==> src/rtl/pipe_stage_skid.sv <==
// pipe_stage_skid: elastic pipeline register between two CPU stages.
//
// Carries a DATA_W-bit stage bundle with a valid/ready handshake. A 2-entry
// skid buffer (main register M, skid register S) keeps in_ready_o a pure
// function of registered state, which breaks the ready path between stages.
// flush_i squashes every held beat in one cycle. A saturating stall counter
// counts the cycles where a beat is offered downstream but not taken.
//
// Ports:
//   clk_i        clock, rising edge
//   rst_i        asynchronous reset, active-low
//   flush_i      synchronous squash of all held beats
//   in_valid_i   upstream beat valid
//   in_ready_o   block can accept a beat (registered)
//   in_data_i    upstream bundle
//   out_valid_o  downstream beat valid
//   out_ready_i  downstream accepts
//   out_data_o   downstream bundle, driven straight from M
//   count_o      occupancy 0..2
//   stat_clr_i   synchronous clear of the stall counter
//   stall_cnt_o  cycles with out_valid_o=1 and out_ready_i=0 (saturating)
//
// state | meaning
// ------+------------------------------------------------
// EMPTY | nothing held; M shows the last beat (stale)
// ONE   | M holds the oldest beat, presented downstream
// FULL  | M holds the oldest beat, S the younger one

module pipe_stage_skid #(
  parameter int DATA_W = 32,
  parameter int CNT_W  = 16
) (
  input  logic              clk_i,
  input  logic              rst_i,
  input  logic              flush_i,
  input  logic              in_valid_i,
  output logic              in_ready_o,
  input  logic [DATA_W-1:0] in_data_i,
  output logic              out_valid_o,
  input  logic              out_ready_i,
  output logic [DATA_W-1:0] out_data_o,
  output logic [1:0]        count_o,
  input  logic              stat_clr_i,
  output logic [CNT_W-1:0]  stall_cnt_o
);

  typedef enum logic [1:0] {
    EMPTY = 2'd0,
    ONE   = 2'd1,
    FULL  = 2'd2
  } state_e;

  state_e            state_q, state_d;
  logic [DATA_W-1:0] m_q, m_d;
  logic [DATA_W-1:0] s_q, s_d;
  logic [CNT_W-1:0]  stall_q, stall_d;
  logic              accept;
  logic              fire;

  // Handshake outputs depend on state only, so there is no in->out path.
  assign out_valid_o = (state_q != EMPTY);
  assign in_ready_o  = (state_q != FULL);
  assign out_data_o  = m_q;
  assign count_o     = state_q;
  assign stall_cnt_o = stall_q;

  assign accept = in_valid_i & in_ready_o;
  assign fire   = out_valid_o & out_ready_i;

  always_comb begin
    state_d = state_q;
    m_d     = m_q;
    s_d     = s_q;

    if (flush_i) begin
      // Squash: drop all held beats and any beat accepted this cycle.
      // Data registers are left alone; only occupancy is cleared.
      state_d = EMPTY;
    end else begin
      unique case (state_q)
        EMPTY: begin
          if (accept) begin
            state_d = ONE;
            m_d     = in_data_i;
          end
        end
        ONE: begin
          if (accept && fire) begin
            m_d = in_data_i;
          end else if (accept) begin
            state_d = FULL;
            s_d     = in_data_i;
          end else if (fire) begin
            state_d = EMPTY;
          end
        end
        FULL: begin
          // in_ready_o is low here, so only a downstream fire can move us.
          if (fire) begin
            state_d = ONE;
            m_d     = s_q;
          end
        end
        default: begin
          state_d = EMPTY;
        end
      endcase
    end
  end

  always_comb begin
    stall_d = stall_q;
    if (stat_clr_i) begin
      stall_d = '0;
    end else if (out_valid_o && !out_ready_i && (stall_q != {CNT_W{1'b1}})) begin
      stall_d = stall_q + CNT_W'(1);
    end
  end

  always_ff @(posedge clk_i or negedge rst_i) begin
    if (!rst_i) begin
      state_q <= EMPTY;
      m_q     <= '0;
      s_q     <= '0;
      stall_q <= '0;
    end else begin
      state_q <= state_d;
      m_q     <= m_d;
      s_q     <= s_d;
      stall_q <= stall_d;
    end
  end

endmodule

==> config.mk <==
export PLATFORM = sky130hd
export DESIGN_NAME = pipe_stage_skid
export DESIGN_NICKNAME = d
export VERILOG_FILES = /design/src/rtl/pipe_stage_skid.sv
export SDC_FILE = /design/constraint.sdc
export NUM_CORES = 1
export LEC_CHECK = 0
export BUFFER_PORTS_ARGS = -buffer_cell sky130_fd_sc_hd__buf_2
export CAP_MARGIN = 10
export CORE_UTILIZATION = 54
export CTS_CLUSTER_SIZE = 10
export DETAILED_ROUTE_END_ITERATION = 8
export GPL_ROUTABILITY_DRIVEN = 0
export PLACE_DENSITY_LB_ADDON = 0.1
export SYNTH_ARGS = -nofsm -noshare
export SYNTH_HDL_FRONTEND = slang
export SYNTH_SLANG_ARGS = --single-unit
==> constraint.sdc <==
create_clock -name clk_i -period 2.2 [get_ports clk_i]
set_input_delay 0.44 -clock clk_i [delete_from_list [all_inputs] [get_ports clk_i]]
set_output_delay 0.44 -clock clk_i [all_outputs]
set_load 0.01 [all_outputs]
==> impl_metrics.yaml <==
run_status:
  status: "complete, no violations"
placement:
  port_buffers: 89
  dp_hpwl_um: 5460
  place_area_um2: 4483
min_path:
  worstHoldPathType: "input port to async pin"
worst_setup_path:
  critPathTopFamily: "buffers and inverters"
  critical_path_class: "flop to output pin"
  slowest_stage: "dfrtp_1"
  crit_fanout: 23
  critPathCaptureType: "output pin"
  worst-r2r-setup-slack_ns: 0.32
  cp_cell_sequence: "nor2b_2 -> inv_2 -> buf_2"
  path_buf_inv: 2
  max_stage_delay_ns: 0.47
  cp.required_ns: 1.76
  arrival_ns: 1.58
  critPathLaunchType: "flop"
synthesis:
  synth.ff_latch_count: 82
  synth.largest_area_cell: "dfrtp_1"
  yosysMostFrequentCell: "nand2_1"
  syn-num-nets: 386
  synth_top_area_frac: 0.5225
  synth-simple-area-share: 0.1653
  synth.distinct_cells: 37
  synth_cells: 347
  ys_warn_count: 0
  synth_commonest_cells: "nand2_1 (104), dfrtp_1 (82), mux2_1 (33)"
  synth_area_um2: 3928
  synth_compound_area_frac: 0.05193
  synth_top_family_by_area: "multiplexers"
  synthTopCellsByArea: "dfrtp_1 (52%), mux2_4 (11%), nand2_1 (9.9%)"
  ys_async_sr_fraction: 1.000
  avgSynthCellArea_um2: 11.32
  yosysSeqAreaShare: 0.5225
  synth-xor-area-share: 0.004460
  synthAdderAreaFrac: 0.003186
  muxShareOfSynthArea: 0.2201
  synth-edff-count: 0
  ys.flop_type: "dfrtp_1"
global_routing:
  grt-ovfl-total: 0
  grt_pass1_vias: 2655
  grt_max_degree: 35
  grt_usage: 0.2260
  antenna_found_initial: 0
  grt_pass1_wl_um: 13090
drt:
  routed_wl_um: 7975
  drt-met1-wl_um: 3763
  vias_per_cell: 5.262
  dr_wl_met2_um: 3780
  drc: 0
  antenna_left: 0
  vias: 2836
  dr.pass1.iters: 4
  wl_met3_um: 332
  avgRoutedWirePerCell_um: 14.80
  highest_layer: "met4"
  drt-initial-drc-count: 104
clock_network:
  holdBufCountCts: 0
  cts_buffer_depth: 2
  post_cts_resized: 0
  cts_tree: "yes"
  insertion_delay_ns: 0.35
  cts.sinks: 82
  post_cts.repair.setup_buffers: 0
  htree_num_levels: 3
  clk_root_buffer_cell: "clkbuf_8"
  cts_buffers: 9
  clk_pin_slew_ns: 0.08
timing:
  skew_ns: 0.007407
  worst_pin_slew_ns: 0.4614
  min_period_ns: 2.023
  slew_viol_final: 0
  final_hold_viol_count: 0
  holdWs_ns: 0.03206
  fmax_mhz: 494.3
  tns_ns: 0
  rsz0062_at_grt: "false"
  setup_viol: 0
  post-route-period-util: 0.9195
  max_slew_margin: 0.6924
pwr:
  total_power_w: 0.003850
  power_leakage_nw: 2.390
  powerDensity_nw_per_um2: 821.1
  irDropWorstVdd_mv: 0.4176
cells_and_area:
  final_area_um2: 4688
  diodes: 0
  fin_nets: 477
  drive_above_1_share: 0.3499
  nFillCells: 585
  area_delta_synth_final_pct: 19.37
  final_util: 0.6788
die:
  start_util: 0.5687
  boundaryPins: 90
  die_h_um: 87.28
  placementRows: 30
  coreArea_um2: 6907
  die_area_um2: 7618
  die_w_um: 87.28
job:
  maxCapViolCount: 0
[stage by stage]
| step | setup WS (ns) | instances |
|---|---|---|
| global placement | 0.2619 | 523 |
| floorplan | 0.4301 | 347 |
| global route | 0.1215 | 539 |
| finish | 0.1770 | 539 |
| detailed placement | 0.2270 | 523 |
| CTS | 0.1613 | 539 |
[final timing paths]
check                      cells after the start           from         endpoint
max in group asynchronous                      2          rst_i  stall_cnt_o[14]
min in group clk_i                             2        flush_i       count_o[0]
hold / removal                                 1          rst_i    out_data_o[2]
hold reg to reg                                1  out_data_o[1]    out_data_o[1]
setup / recovery                               3     count_o[1]       in_ready_o
setup reg to reg                               3     count_o[1]          s_q[23]
[cell usage in the layout (no fill, tap or decap), types with 3 or more instances in the layout]
master      n
nand2_1   104
buf_2      88
dfrtp_1    82
mux2_1     33
mux2_4     30
a21oi_1    13
clkbuf_8   11
nor2_1      8
or3_1       8
buf_4       8
o21ai_1     6
nand3_1     5
or4_1       4
nand4_1     4
o31ai_1     4
and4_1      3
[sequential cells by signal (all words and copies together), names as in the netlist]
| signal | cells |
|---|---|
| out_data_o | 32 |
| s_q | 32 |
| stall_cnt_o | 16 |
| count_o | 2 |
[where the power goes]
part | internal [W] | switching [W]
logic | 0.000439 | 0.000311
registers | 0.00180 | 0.000162
clock network | 0.000592 | 0.000544
total | 0.00283 | 0.00102
[layer usage]
metal / vias up / GRT usage
li1: 1379 / -
met3: 7 / 0.03318
met1: 1391 / 0.3161
met5: - / 0
met4: 0 / 0.09389
met2: 59 / 0.3537
[cells by family after synthesis]
logic type               Yosys count
AO/OA/AOI/OAI                     30
flip-flops                        82
adder cells (fa/ha/maj)            1
buffers and inverters             20
XOR/XNOR                           2
AND/OR/NAND/NOR                  145
multiplexers                      67
[layout make-up]
class                   count  area (um^2)  share of cell area
multi-input cells         245         1763              0.3760
flip-flops and latches     82         2052              0.4377
inverters                   2        7.507            0.001601
clock inverters             3        46.29            0.009875
well taps                  96        120.1             0.02562
repair buffers             98        540.5              0.1153
clock buffers              13        158.9             0.03389
Note: power is estimated with default switching activity, not from simulation.
